--- src/rtl/color_box_detect_if.sv ---
// Packed video bus (hsync, vsync, de, clk, r, g, b, x, y) shared by the video path stages.
interface color_box_detect_if #(
  parameter int unsigned PW = 49
) ();
  logic [PW-1:0] pack;

  modport master (output pack);
  modport slave  (input  pack);
endinterface

--- src/rtl/color_box_detect.sv ---
// Per-frame color-key bounding-box detector with registered video pass-through.
// Optional macro DETECT_HOLD_EN: hold the last box for up to HOLD_FRAMES failing frames.
module color_box_detect #(
  parameter int unsigned H_ACT       = 1280,
  parameter int unsigned V_ACT       = 720,
  parameter int unsigned MIN_PIXELS  = 64,
  parameter int unsigned HOLD_FRAMES = 4,
  localparam int unsigned XW = $clog2(H_ACT),
  localparam int unsigned YW = $clog2(V_ACT),
  localparam int unsigned CW = $clog2(H_ACT * V_ACT) + 1
) (
  input  logic                      clk,
  input  logic                      rstn,
  input  logic                      en,
  color_box_detect_if.slave         i_pack,
  color_box_detect_if.master        o_pack,
  input  logic [23:0]               key_color,
  input  logic [7:0]                tolerance,
  output logic [XW-1:0]             start_x,
  output logic [YW-1:0]             start_y,
  output logic [XW-1:0]             end_x,
  output logic [YW-1:0]             end_y,
  output logic [CW-1:0]             pixel_count,
  output logic                      box_valid
);

  localparam int unsigned PW    = 28 + XW + YW;
  localparam int unsigned BLo   = XW + YW;
  localparam int unsigned GLo   = BLo + 8;
  localparam int unsigned RLo   = GLo + 8;
  localparam int unsigned DeBit = RLo + 9;
  localparam int unsigned VsBit = RLo + 10;

  localparam logic [1:0] StWaitFrame = 2'd0;
  localparam logic [1:0] StAccum     = 2'd1;
  localparam logic [1:0] StCommit    = 2'd2;

  localparam logic [XW-1:0] MinXInit = XW'(H_ACT - 1);
  localparam logic [YW-1:0] MinYInit = YW'(V_ACT - 1);

  if (HOLD_FRAMES < 1) begin : g_param_check
    $error("HOLD_FRAMES must be at least 1");
  end

  // 9-bit difference so no channel wraps around.
  function automatic logic within_tol(logic [7:0] a, logic [7:0] b, logic [7:0] tol);
    logic [8:0] d;
    d = (a >= b) ? ({1'b0, a} - {1'b0, b}) : ({1'b0, b} - {1'b0, a});
    return d <= {1'b0, tol};
  endfunction

  logic [7:0]    px_r, px_g, px_b;
  logic [XW-1:0] px_x;
  logic [YW-1:0] px_y;
  logic          px_de, px_vs, match_d;

  assign px_y  = i_pack.pack[YW-1:0];
  assign px_x  = i_pack.pack[YW +: XW];
  assign px_b  = i_pack.pack[BLo +: 8];
  assign px_g  = i_pack.pack[GLo +: 8];
  assign px_r  = i_pack.pack[RLo +: 8];
  assign px_de = i_pack.pack[DeBit];
  assign px_vs = i_pack.pack[VsBit];

  assign match_d = en & px_de
                 & within_tol(px_r, key_color[23:16], tolerance)
                 & within_tol(px_g, key_color[15:8], tolerance)
                 & within_tol(px_b, key_color[7:0], tolerance);

  // Stage 1: registered unpack and pass-through.
  logic [PW-1:0] pack_q;
  logic          match_q, vs_q, vs_q2;
  logic [XW-1:0] x_q;
  logic [YW-1:0] y_q;

  always_ff @(posedge clk) begin
    if (!rstn) begin
      pack_q  <= '0;
      match_q <= 1'b0;
      x_q     <= '0;
      y_q     <= '0;
      vs_q    <= 1'b0;
      vs_q2   <= 1'b0;
    end else begin
      pack_q  <= i_pack.pack;
      match_q <= match_d;
      x_q     <= px_x;
      y_q     <= px_y;
      vs_q    <= px_vs;
      vs_q2   <= vs_q;
    end
  end

  assign o_pack.pack = pack_q;

  logic boundary;
  assign boundary = vs_q & ~vs_q2;

  // Stage 2: accumulate, commit at frame boundary.
  logic [1:0]    state_q, state_d;
  logic [XW-1:0] min_x_q, min_x_d, max_x_q, max_x_d;
  logic [YW-1:0] min_y_q, min_y_d, max_y_q, max_y_d;
  logic [CW-1:0] cnt_q, cnt_d;
  logic [XW-1:0] sx_q, sx_d, ex_q, ex_d;
  logic [YW-1:0] sy_q, sy_d, ey_q, ey_d;
  logic [CW-1:0] pc_q, pc_d;
  logic          valid_q, valid_d;
  logic          pass;

`ifdef DETECT_HOLD_EN
  localparam int unsigned MW = $clog2(HOLD_FRAMES + 1);
  logic [MW-1:0] miss_q, miss_d;
`endif

  assign pass = (cnt_q >= CW'(MIN_PIXELS));

  always_comb begin
    state_d = state_q;
    min_x_d = min_x_q;
    max_x_d = max_x_q;
    min_y_d = min_y_q;
    max_y_d = max_y_q;
    cnt_d   = cnt_q;
    sx_d    = sx_q;
    sy_d    = sy_q;
    ex_d    = ex_q;
    ey_d    = ey_q;
    pc_d    = pc_q;
    valid_d = 1'b0;
`ifdef DETECT_HOLD_EN
    miss_d  = miss_q;
`endif
    unique case (state_q)
      StWaitFrame: begin
        if (boundary) begin
          state_d = StAccum;
          min_x_d = MinXInit;
          max_x_d = '0;
          min_y_d = MinYInit;
          max_y_d = '0;
          cnt_d   = '0;
        end
      end
      StAccum: begin
        // A match in the boundary-detect cycle still belongs to the closing frame.
        if (match_q) begin
          if (x_q < min_x_q) min_x_d = x_q;
          if (x_q > max_x_q) max_x_d = x_q;
          if (y_q < min_y_q) min_y_d = y_q;
          if (y_q > max_y_q) max_y_d = y_q;
          if (cnt_q != '1) cnt_d = cnt_q + CW'(1);
        end
        if (boundary) state_d = StCommit;
      end
      StCommit: begin
        valid_d = 1'b1;
        pc_d    = cnt_q;
        if (pass) begin
          sx_d = min_x_q;
          sy_d = min_y_q;
          ex_d = max_x_q;
          ey_d = max_y_q;
`ifdef DETECT_HOLD_EN
          miss_d = '0;
`endif
        end else begin
`ifdef DETECT_HOLD_EN
          if (miss_q < MW'(HOLD_FRAMES)) begin
            miss_d = miss_q + MW'(1);
          end else begin
            sx_d = '0;
            sy_d = '0;
            ex_d = '0;
            ey_d = '0;
          end
`else
          sx_d = '0;
          sy_d = '0;
          ex_d = '0;
          ey_d = '0;
`endif
        end
        min_x_d = MinXInit;
        max_x_d = '0;
        min_y_d = MinYInit;
        max_y_d = '0;
        cnt_d   = '0;
        state_d = StAccum;
      end
      default: state_d = StWaitFrame;
    endcase
  end

  always_ff @(posedge clk) begin
    if (!rstn) begin
      state_q <= StWaitFrame;
      min_x_q <= MinXInit;
      max_x_q <= '0;
      min_y_q <= MinYInit;
      max_y_q <= '0;
      cnt_q   <= '0;
      sx_q    <= '0;
      sy_q    <= '0;
      ex_q    <= '0;
      ey_q    <= '0;
      pc_q    <= '0;
      valid_q <= 1'b0;
`ifdef DETECT_HOLD_EN
      miss_q  <= '0;
`endif
    end else begin
      state_q <= state_d;
      min_x_q <= min_x_d;
      max_x_q <= max_x_d;
      min_y_q <= min_y_d;
      max_y_q <= max_y_d;
      cnt_q   <= cnt_d;
      sx_q    <= sx_d;
      sy_q    <= sy_d;
      ex_q    <= ex_d;
      ey_q    <= ey_d;
      pc_q    <= pc_d;
      valid_q <= valid_d;
`ifdef DETECT_HOLD_EN
      miss_q  <= miss_d;
`endif
    end
  end

  assign start_x     = sx_q;
  assign start_y     = sy_q;
  assign end_x       = ex_q;
  assign end_y       = ey_q;
  assign pixel_count = pc_q;
  assign box_valid   = valid_q;

endmodule

--- src/flat_wrapper.sv ---
// flat-port wrapper written by rule: the top's interface ports become plain ports
module color_box_detect_flat 
#(
  parameter int unsigned H_ACT       = 1280,
  parameter int unsigned V_ACT       = 720,
  parameter int unsigned MIN_PIXELS  = 64,
  parameter int unsigned HOLD_FRAMES = 4,
  localparam int unsigned XW = $clog2(H_ACT),
  localparam int unsigned YW = $clog2(V_ACT),
  localparam int unsigned CW = $clog2(H_ACT * V_ACT) + 1
)
  (clk, rstn, en, key_color, tolerance, start_x, start_y, end_x, end_y, pixel_count, box_valid, i_pack_pack, o_pack_pack);
  color_box_detect_if #(.PW((49))) i_pack_i ();
  color_box_detect_if #(.PW((49))) o_pack_i ();
  input  logic clk;
  input  logic rstn;
  input  logic en;
  input  logic [23:0] key_color;
  input  logic [7:0] tolerance;
  output logic [XW-1:0] start_x;
  output logic [YW-1:0] start_y;
  output logic [XW-1:0] end_x;
  output logic [YW-1:0] end_y;
  output logic [CW-1:0] pixel_count;
  output logic box_valid;
  input wire logic [$bits(i_pack_i.pack)-1:0] i_pack_pack;
  output wire logic [$bits(o_pack_i.pack)-1:0] o_pack_pack;
  assign i_pack_i.pack = i_pack_pack;
  assign o_pack_pack = o_pack_i.pack;
  color_box_detect #(.H_ACT(H_ACT), .V_ACT(V_ACT), .MIN_PIXELS(MIN_PIXELS), .HOLD_FRAMES(HOLD_FRAMES)) u_core (.clk(clk), .rstn(rstn), .en(en), .i_pack(i_pack_i), .o_pack(o_pack_i), .key_color(key_color), .tolerance(tolerance), .start_x(start_x), .start_y(start_y), .end_x(end_x), .end_y(end_y), .pixel_count(pixel_count), .box_valid(box_valid));
endmodule
--- config.mk ---
export PLATFORM = sky130hd
export DESIGN_NAME = color_box_detect_flat
export DESIGN_NICKNAME = d
export VERILOG_FILES = /design/src/rtl/color_box_detect_if.sv /design/src/rtl/color_box_detect.sv /design/src/flat_wrapper.sv
export SDC_FILE = /design/constraint.sdc
export NUM_CORES = 1
export LEC_CHECK = 0
export ABC_AREA = 1
export CAP_MARGIN = 20
export CORE_UTILIZATION = 59
export CTS_CLUSTER_SIZE = 8
export DETAILED_ROUTE_END_ITERATION = 7
export DONT_BUFFER_PORTS = 1
export HOLD_SLACK_MARGIN = 0.12
export PLACE_DENSITY = 0.79
export SYNTH_ARGS = -nofsm -noshare
export SYNTH_HDL_FRONTEND = slang
export SYNTH_SLANG_ARGS = --single-unit
--- constraint.sdc ---
create_clock -name clk -period 3 [get_ports clk]
set_input_delay 0.3 -clock clk [delete_from_list [all_inputs] [get_ports clk]]
set_output_delay 0.3 -clock clk [all_outputs]
set_load 0.03 [all_outputs]
**After elaboration in Yosys (flattened, before gate mapping)**

Index checks and enable logic that the tools add are counted.

- Register bits after elaboration: 202
- Input bits: 84
- Output and inout bits: 113
- Word-level logic and storage cells: 92

- Add/sub/neg operators: 7
- Order comparisons: 11
- Equal/unequal tests: 11
- Multiplexer cells: 31
- Bitwise gates (word level): 6
- Reduce and logical (&&, ||, !) cells: 8

Operator list:

| kind | number |
|---|---|
| 11-bit two-way mux | 8 |
| 10-bit two-way mux | 8 |
| 11-bit case mux with 3 select lines | 2 |
| 21-bit two-way mux | 3 |
| 21-bit case mux with 3 select lines | 1 |
| 10-bit case mux with 3 select lines | 2 |
| 8-bit by 8-bit subtractor with 9-bit output | 6 |
| 9-bit by 8-bit less-or-equal comparator with 1-bit output | 3 |
| 9-bit two-way mux | 3 |
| 8-bit >= comparator | 3 |
| 21-bit by 1-bit adder with 21-bit output, second input constant | 1 |
| 21-bit by 7-bit >= comparator with 1-bit output, second input constant | 1 |
| 21-bit != test, second input constant | 1 |
| 4-bit AND reduction | 5 |
| 2-bit by 1-bit != test with 1-bit output, second input constant | 8 |
| 11-bit greater-than comparator | 1 |
| 11-bit < comparator | 1 |
| 10-bit greater-than comparator | 1 |
| 10-bit < comparator | 1 |
| 2-bit case mux with 3 select lines | 1 |
| 1-bit AND | 5 |
| 2-bit two-way mux | 2 |
| 3-bit nonzero test | 1 |
| 2-bit by 1-bit == test with 1-bit output, second input constant | 1 |
| 5 further kinds | 5 |

**Logic depth before layout (Yosys ltp)**

Gate-level depths: netlist of the first run.

- Depth after elaboration: 6
- Gate-level depth with buffers: 26
- Mapped depth without buffers: 26

**Least setup slack after synthesis of the first run**

Ideal clock, no wire load.

- Kind: input -> register
- From: input port i_pack_pack[35]
- To: register u_core.match_q
- Library setup time: 78 ps
- Arrival: 2652 ps
- Required time: 2922 ps
- Path slack: 270 ps
- Stages: 25
- Path through: inv_1 > ha_1 > clkbuf_2 > nand2_1 > inv_1 > a21oi_2 > nand2_1 > nand2_1 > nand2_1 > buf_2 > o21ai_1 > xor2_1 > inv_1 > ha_1 > nand2_1 > inv_1 > nand2_1 > nand3_1 > nand2_1 > nand2_1 > nand2_1 > nand2_1 > nand2_1 > nand3_1 > nor3_1

- Word-level cells in the longest chain between the ends: 5

Ends and longest elaborated chain:

| what | RTL line | RTL |
|---|---|---|
| start: declaration | flat_wrapper.sv:26 | `input wire logic [$bits(i_pack_i.pack)-1:0] i_pack_pack;` |
| 8-bit by 8-bit subtractor with 9-bit output or 8-bit >= comparator (tied branches) | color_box_detect.sv:48 | `d = (a >= b) ? ({1'b0, a} - {1'b0, b}) : ({1'b0, b} - {1'b0, a});` |
| 9-bit two-way mux * | color_box_detect.sv:48 |  |
| 9-bit by 8-bit less-or-equal comparator with 1-bit output * | color_box_detect.sv:49 | `return d <= {1'b0, tol};` |
| 1-bit AND * | color_box_detect.sv:67 | `& within_tol(px_g, key_color[15:8], tolerance)` |
| 1-bit AND * | color_box_detect.sv:68 | `& within_tol(px_b, key_color[7:0], tolerance);` |
| end signal: assignment | color_box_detect.sv:86 | `match_q <= match_d;` |
| end: declaration | color_box_detect.sv:72 | `logic match_q, vs_q, vs_q2;` |

Every way passes the cells marked *; elsewhere a longest branch is shown, timed or not.
A chain may end at the register's enable or synchronous reset.

**Worst setup path after layout of the first run**

- From: input port i_pack_pack[43]
- To: register u_core.match_q

- Word-level cells in the longest chain between the ends: 6

Ends and longest elaborated chain:

| what | RTL line | RTL |
|---|---|---|
| 8-bit by 8-bit subtractor with 9-bit output or 8-bit >= comparator (tied branches) | color_box_detect.sv:48 |  |
| 9-bit two-way mux * | color_box_detect.sv:48 |  |
| 9-bit by 8-bit less-or-equal comparator with 1-bit output * | color_box_detect.sv:49 |  |
| 1-bit AND * | color_box_detect.sv:66 | `& within_tol(px_r, key_color[23:16], tolerance)` |
| 1-bit AND * | color_box_detect.sv:67 |  |
| 1-bit AND * | color_box_detect.sv:68 |  |

Marks and branches as above.

==> impl.org, run 1 <==
** Floorplanning
- Total core area :: 18000 um^2
- Number of cell rows :: 49
- Height of the die :: ~140 um
- From left edge to right edge, the die measures 137 um.
- Count of boundary I/O pins :: 197
- Initial core utilization :: 60.2%
- The die covers 18900 um^2.

** Timing
- Count of final setup violators :: 0
- The max-slew violation count was 0.
- In this run the tightest slew margin relative to its limit is 50.5%.
- RSZ-0062 raised after global routing :: no
- Final hold violation count :: 0
- The worst path in the final design needs a cycle of about 2.6 ns, including I/O delays and setup.
- At the pin with the least slew margin, the transition time is 0.740 ns.
- Worst clock skew :: around 0.014 ns
- F_max :: 389 MHz
- Summed over all failing endpoints, the final setup total negative slack is 0 ns.
- Final critical-path share of the clock period :: 85.7%
- The tightest hold path in the finished design has a slack of 0.160 ns.

** Finish
- Filler cells :: between 1500 and 2000
- Diode insertion count for antenna repair :: 0
- In the final layout, the multi-input gates occupy slightly below 6000 um^2.
- Sequential cell area :: 3600 um^2
- Relative to the synthesized area, the layout overhead comes to 12.3%.
- Once layout is done, the placed cells without fillers occupy between 10000 and 15000 um^2.
- The post-route netlist has approximately 6.2% of its cells at a drive strength greater than 1.
- Number of nets at the end of the flow :: 1775

** Power and ir drop
- Relative contribution of sequential cells to total power :: 43.2%
- Leakage power :: between 6 and 7 nW
- IR analysis of the VDD net gives a maximum drop of 475 uV.
- Switch Pwr :: 0.00205 W
- Cell internal power was estimated by the tool at 0.00411 W.
- Of the total power, the share spent switching nets is approximately a third.
- The share of total power dissipated in the clock network is 36.7%.
- Power density relative to cell area :: 507 nW/um^2
- Power share of the combinational group :: 20.1%

** Setup path
- For the worst setup path, the data required time is between 3 and 4 ns.
- The critical path is of the primary input to flip-flop type.
- Last element of the critical path :: u_core.match_q
- The startpoint identified for the worst register-to-register timing path is u_core.o_pack.pack[20].
- Crit path launch :: i_pack_pack[43]
- Register-to-register path setup slack :: 0.55 ns
- In this run the worst path has a maximum fanout of 12.
- Category of the worst setup path capture point :: flip-flop
- Data arrives at the worst endpoint at 2.91 ns.
- The endpoint identified for the worst register-to-register timing path is u_core.max_x_q[3].
- Register-to-Register Path Depth :: 10
- STA classifies the critical path startpoint as a primary input.

** CTS
- Sinks on Clock Net :: 180
- After clock tree synthesis, the clock-pin slew on the worst setup and hold paths is 0.08 ns.
- Clk root buf :: sky130_fd_sc_hd__clkbuf_16
- Cells resized by post-CTS repair :: 0
- Worst-Skew Late Latency :: 0.44 ns
- No sink is reached through more buffers than the 2 on the longest clock path.
- Number of buffers created by CTS :: 17
- The H-tree was split into 4 levels.
- TritonCTS clock tree :: done
- Hold repair after CTS inserted 52 buffers.
- Post-CTS setup buffer count :: 0

** Routing
- The count of nets left with antenna violations once routing finished came out at 0.
- For this block, the via count after detailed routing is 9796.
- Dividing the detail-routed via count by the number of cells gives ~5.4.
- For this block, the initial DRC count from the detailed router was 559.
- In the final routed layout, each cell accounts on average for 14.7 um.
- Length of the first detailed-routing pass in iterations :: 6
- In the routed design, unresolved DRC markers number 0.
- Drt total wl :: 26.7 mm

** Global route
- Pin count of the biggest net entering global routing :: approximately 150
- Global routing consumed, on the met2 layer, slightly below 50% of the routing resources.
- Busiest metal layer after global routing :: met2
- The number of global-route vias before repair is 8944.
- Antenna violations before repair :: 0
- Global-route wire length before repair :: 42.4 mm
- Global-route congestion overflow total :: 0
- In the global route stage, met1 resource usage came out at 36.2%.
- Total global routing track utilization :: 28.4%
- Global routing used 4.97% of the available met3 tracks.

** Yosys
- Post-synthesis instance area :: 10800 um^2
- #FFs+latches synth :: 180
- Count of synthesis-stage warnings from yosys :: 0
- The number of different library cells used by synthesis comes to 42.
- Gate Count Post-Synth :: roughly 1500
- Post-synth net total :: 1742
- After synthesis, flip-flops and latches occupy 33.3% of the total area.
- A synthesized cell averages 7.03 um^2.

** Placement
- Final RePlAce weighted congestion :: 0.921
- In this run the tool buffered the top-level ports with 0 buffer cells.
- HPWL after detailed placement :: between 15 and 20 mm
- Placed cell area :: 11000 um^2

** Min path
- The worst hold path belongs to the class primary input to flip-flop.

** Outcome
- The flow ran to the end, and the final reports show no timing, DRC or antenna violations.

** Flow run
- Max cap viols :: 0
-- synth_stat cells (all sizes together) --
cell type	n	area share (%)
fa	6	1.1
o21ai	102	4.7
or2	1	0.058
xor2	30	2.4
nand4	12	0.75
nand3b	1	0.069
a31oi	4	0.23
nor3	18	1.1
ha	114	13
a41oi	1	0.081
o221ai	1	0.081
dfxtp	180	33
a21boi	2	0.14
nor3b	1	0.069
o21bai	2	0.14
inv	254	8.8
clkinv	1	0.035
o211ai	8	0.56
a21o	4	0.28
clkbuf	38	1.4
xnor2	8	0.65
o21a	9	0.62
buf	27	1.6
nor2	112	4.0
nand2	361	13
a21oi	174	8.6
nor4	3	0.17
and3	1	0.058
nand3	63	2.9
-- per-stage QoR --
stage                     setup slack (ns)  instances  utilization (%)  total power [W]
after floorplan                      0.270       1538                -          0.00360
after global placement               0.131       1729             61.3          0.00380
after detailed placement            0.0299       1729             61.3          0.00384
after CTS                            0.486       1813             67.6          0.00616
after global routing                0.0965       1813             67.6          0.00645
final                                0.428       1813             67.6          0.00616
-- power groups by stage --
stage                     clock network, W  logic (W)  registers [W]
after floorplan                          0   0.000905        0.00269
after global placement                   0    0.00109        0.00271
after detailed placement                 0    0.00112        0.00271
after CTS                          0.00228    0.00122        0.00266
after global routing               0.00237    0.00141        0.00267
final                              0.00226    0.00124        0.00266
-- critical path: stages --
cell                      delay [ns]
sky130_fd_sc_hd__inv_1          0.02
sky130_fd_sc_hd__ha_1           0.39
sky130_fd_sc_hd__nand2_1        0.11
sky130_fd_sc_hd__nor2_1         0.16
sky130_fd_sc_hd__nand2_1        0.07
sky130_fd_sc_hd__nand2_1        0.07
sky130_fd_sc_hd__nand2_1        0.06
sky130_fd_sc_hd__nand2_1        0.28
sky130_fd_sc_hd__nand3_1        0.11
sky130_fd_sc_hd__o21ai_1        0.11
sky130_fd_sc_hd__xor2_1         0.17
sky130_fd_sc_hd__inv_1          0.06
sky130_fd_sc_hd__ha_1           0.29
sky130_fd_sc_hd__nand2_1        0.07
sky130_fd_sc_hd__nor2_1         0.14
sky130_fd_sc_hd__nand2_1        0.07
sky130_fd_sc_hd__nand3_1        0.07
sky130_fd_sc_hd__nand2_1        0.05
sky130_fd_sc_hd__nand2_1        0.05
sky130_fd_sc_hd__nand2_1        0.04
sky130_fd_sc_hd__nand2_1        0.05
sky130_fd_sc_hd__nand2_1        0.04
sky130_fd_sc_hd__nand3_1        0.08
sky130_fd_sc_hd__nor3_1         0.04
-- placed cells by master (no fill, tap or decap), drive strengths merged, types with 3 or more instances in the layout --
master | netlist | final
nor4 | 3 | 3
ha | 114 | 114
clkinv | 1 | 4
buf | 27 | 28
dfxtp | 180 | 180
xnor2 | 8 | 8
nor3 | 18 | 18
fa | 6 | 6
o21ai | 102 | 102
dlygate4sd3 | 0 | 51
o21a | 9 | 9
nand2 | 361 | 361
inv | 254 | 265
nor2 | 112 | 112
a21oi | 174 | 174
o211ai | 8 | 8
nand3 | 63 | 63
nand4 | 12 | 12
clkbuf | 38 | 17
a31oi | 4 | 4
a21o | 4 | 4
xor2 | 30 | 30
-- registers in the layout (all words and copies together), names as in the netlist, 11 cells and up --
register and flops:
u_core.end_x 11, u_core.start_x 11, u_core.o_pack.pack 30, u_core.pixel_count 21, u_core.min_x_q 11, u_core.cnt_q 21
u_core.max_x_q 11
-- final cells by class --
type / count / area share [%]
inverter: 255 / 7.88
sequential: 180 / 29.7
clock inverter: 15 / 1.40
clock buffer: 17 / 3.50
timing repair buffer: 79 / 6.20
multi-input combinational: 1038 / 49.0
tap: 229 / 2.36
-- cells by family (layout without fill, tap and decap cells) --
group / count (synthesis) / count (layout) / share of synthesized area (%)
AOI/OAI and AO/OA: 307 / 307 / 15.5
xor gates and xnor gates: 38 / 38 / 3.08
adders and majority gates: 120 / 120 / 14.3
buffers and inverters: 320 / 366 / 11.8
DFF: 180 / 180 / 33.3
and+or+nand+nor: 573 / 573 / 22.1
-- worst min-delay path by stage --
stage	cells after the start	end	slack, ns	from
2_1_floorplan	2	u_core.o_pack.pack[21]	0.39	i_pack_pack[21]
3_3_place_gp	2	u_core.o_pack.pack[37]	0.39	i_pack_pack[37]
3_5_place_dp	2	u_core.o_pack.pack[40]	0.40	i_pack_pack[40]
4_1_cts	6	u_core.match_q	0.15	en
5_1_grt	6	u_core.match_q	0.18	en
6_report	6	u_core.match_q	0.16	en
-- routing by layer --
layer / vias to the layer above / share of wire (%)
li1: 4930 / -
met1: 4502 / 45
met4: 0 / 1.8
met2: 327 / 47
met3: 37 / 6.1
met5: - / 0
(Power assumes the default switching activity.)
==> run 2: changes to the inputs <==
CELL_PAD_IN_SITES_DETAIL_PLACEMENT = 1   (was not set)
CELL_PAD_IN_SITES_GLOBAL_PLACEMENT = 2   (was not set)
CORE_UTILIZATION = 36   (was 59)
PLACE_DENSITY = 0.85   (was 0.79)
==> run 2 against run 1 <==
Against the previous run:
- register-to-register slack better by 0.05 ns
- sequential cell count is the same
- die area increased by 63%
- utilization fell by 24 points
- largest power group unchanged
- final area increased by 6.6%
- via count up 2.3%
- hold slack improved by 0.049 ns
- global-route usage fell by 6.4 points
- critical endpoint unchanged
- clock power up 8%
- clock skew about the same
==> impl.org, run 2 (synthesis gave the netlist of run 1 again) <==
** Floorplanning
- Count of boundary I/O pins :: 197 (unchanged)
- Initial core utilization :: 36.6% (-24 points)
- The die width came to 175 um (+28%).
- The number of placement rows came to 63 (+29%).
- The area of the die is 30700 um^2 (+63%).
- Total core area :: 29600 um^2 (+65%)
- Height of the die :: 175 um (+28%)

** Timing
- Final critical-path share of the clock period :: 86.0% (+0.25 points)
- Count of final setup violators :: 0 (unchanged)
- The relative slew slack was 56.0% (+5.4 points).
- The number of endpoints with negative hold slack in the final report was 0 (unchanged).
- Worst Slack Setup Final :: 0.420 ns (-0.00747 ns)
- The final critical delay including setup and external delays was 2.58 ns (+0.00747 ns).
- The final sum of negative setup slack was 0 ns (unchanged).
- Least-Margin Pin Slew :: 0.659 ns (-0.0811 ns)
- F_max :: 388 MHz (-0.29%)
- Setup repair after global routing left no endpoint under its margin.
- Worst clock skew :: 0.0136 ns (-0.000430 ns)
- Final max-slew violation count :: 0 (unchanged)

** Min path
- Class of the tightest hold or removal check :: primary input to flip-flop
- The number of cells on the worst hold path came to 6 (unchanged).

** Routing
- The number of detailed-route iterations in the first pass came to 4 (-2).
- Overall via count from detail_route :: 10000 (+2.3%)
- The average detailed-routed wire length per instance came to 16.3 um (+10%).
- The post-detailed-routing wire length was 33.1 mm (+24%).
- # DRC :: 0 (unchanged)
- Post-route ant nets :: 0 (unchanged)
- The violation count after the first detailed-route iteration was 406 (-27%).
- Via/cell ratio :: 4.93 (-8.7%)

** CTS
- Post-CTS Hold Fix Bufs :: 99 (+90%)
- Worst-Skew Late Latency :: 0.44 ns (about the same)
- Number of buffers created by CTS :: 17 (unchanged)
- Sinks on Clock Net :: 180 (unchanged)
- The post-CTS repair timing setup buffer count is 0 (unchanged).
- The number of cells upsized or downsized after cts came to 0 (unchanged).
- Clock-pin transition on the worst setup and hold timing paths :: 0.07 ns (about the same)
- The maximum number of buffers from clock root to sink is 2 (unchanged).
- The number of H-tree levels is 4 (unchanged).
- Clk root buf :: sky130_fd_sc_hd__clkbuf_16
- TritonCTS built the clock tree.

** Setup path
- For this design, the slowest cell found on the critical path is sky130_fd_sc_hd__ha_1.
- Critical Path Most Common Cell :: sky130_fd_sc_hd__nand2_1
- Endpoint arrival time on the critical path :: 2.91 ns (about the same)
- Worst Path Max Fanout :: 8 (-4)
- Among cell families on the critical path, the largest total delay comes from simple AND/OR/NAND/NOR gates.
- Sum of buffers and inverters on the critical path :: 2 (unchanged)
- Critical path startpoint category :: primary input
- STA classifies the critical path endpoint as a flip-flop.
- The count of cell instances traversed by the critical path is 24 (unchanged).
- Register-to-register path setup slack :: 0.60 ns (+0.05 ns)
- Walking the worst path, the cells encountered are inv_1, ha_1, nand2_1, nor2_1, nand2_1, nand2_1, nand2_1, nand2_1, nand3_1, o21ai_1, xor2_1, inv_1, ha_1, nand2_1, nor2_1, nand2_1, nand3_1, nand2_1, nand2_1, nand2_1, nand2_1, nand2_1, nand3_1, nor3_1.
- The worst setup path is of the primary input to flip-flop kind.
- The required time of the critical path is 3.33 ns (about the same).
- The stage delay of the slowest cell on the critical path came to 0.40 ns (about the same).
- The worst reg-to-reg path cell count was 9 (-1).

** Outcome
- The run finished with clean final reports.

** Global route
- Global-route wire length before repair :: 54.0 mm (+27%)
- Met1 usage :: 27.5% (-8.7 points)
- GR met2 Demand/Resource :: 38.1% (-10 points)
- Total global routing track utilization :: 22.0% (-6.4 points)
- In this run the most used layer during global routing was met2.
- Pin count of the biggest net entering global routing :: 98 (-32%)
- The number of antenna violations at the first check in global routing was 0 (unchanged).
- The overall overflow remaining after global route is 0 (unchanged).
- The number of global-route vias before repair was 10600 (+18%).
- Global-route track usage on met3 :: 4.46% (-0.51 points)

** Finish
- Number of nets at the end of the flow :: 1834 (+3.3%)
- Filler cells :: 3706 (+140%)
- The flip-flop count of the largest register after layout was 30 (unchanged).
- Synth-to-Final Area Change :: 19.7%
- Diode insertion count for antenna repair :: 0 (unchanged)
- Most frequent standard cell in the layout excluding fill and tap cells :: sky130_fd_sc_hd__nand2_1
- Share of final-layout standard cells stronger than drive strength 1 :: 6.70% (+0.51 points)
- Top library cells by usage in the layout, fill and taps aside :: sky130_fd_sc_hd__nand2_1, sky130_fd_sc_hd__inv_1, sky130_fd_sc_hd__dfxtp_1

** Power and ir drop
- The highest ir drop seen on vdd was 330 uV (-31%).
- Power density relative to cell area :: 495 nW/um^2 (-2.2%)
- The leakage power of the design came to 6.28 nW (+3.4%).
- The sum of internal, switching and leakage power is 0.00641 W (+4.2%).

** Flow run
- Max cap viols :: 0 (unchanged)

** Placement
- The pre-CTS worst setup slack was -0.0345 ns (-0.0644 ns).
- HPWL after detailed placement :: 23.1 mm (+24%)
- The placer's final routability congestion estimate came to 0.873 (-5.2%).
- Quantity of I/O buffers inserted on ports :: 0 (unchanged)
-- run 2: cell types whose count changed in the layout (fill, tap and decap cells not counted) --
cell and delta:
sky130_fd_sc_hd__inv_12 -2, sky130_fd_sc_hd__dlygate4sd3_1 +47, sky130_fd_sc_hd__buf_4 +12, sky130_fd_sc_hd__clkbuf_8 +2
sky130_fd_sc_hd__bufinv_16 +2, sky130_fd_sc_hd__inv_8 -2, sky130_fd_sc_hd__clkinv_8 +1, sky130_fd_sc_hd__clkinv_4 -1
-- run 2: cell type report --
cell class,count,area [um^2],area share [%]
Clock buffer,19,453,3.50
Multi-Input combinational cell,1038,5950,45.9
Inverter,255,957,7.39
Tap cell,390,488,3.77
Sequential cell,180,3600,27.8
Timing Repair Buffer,138,1310,10.1
Clock inverter,13,183,1.41
-- run 2: layer usage --
layer,routed length [um],part of all wire (%)
met1,15300,46
met5,0,0
met3,1440,4.3
met4,593,1.8
met2,15800,48
-- run 2: stage by stage --
stage	util [%]	instance area, um^2	hold WS [ns]	cells
3_3_place_gp	38.2	11300	0.394	1902
6_report	43.8	12900	0.208	2033
3_5_place_dp	38.2	11300	0.400	1902
2_1_floorplan	-	10800	0.393	1538
5_1_grt	43.8	12900	0.228	2033
4_1_cts	43.8	12900	0.185	2033
-- run 2: path summary, 6_finish.rpt --
path	from	endpoint
setup reg to reg	u_core.x_q[2]	u_core.min_x_q[3]
hold reg to reg	u_core.max_x_q[8]	u_core.end_x[8]
hold / removal	en	u_core.match_q
setup / recovery	i_pack_pack[43]	u_core.match_q
-- run 2: worst reg2reg max path, delay by kind of cell (launching register included) --
family,cells,cell delay (ns)
AOI/OAI and AO/OA,3,0.54
DFF,1,0.65
and+or+nand+nor,5,0.74
adders and majority gates,1,0.34
-- run 2: where the power goes --
part           switching, W  internal [W]
clock network       0.00111       0.00132
registers          0.000155       0.00249
logic              0.000796      0.000544
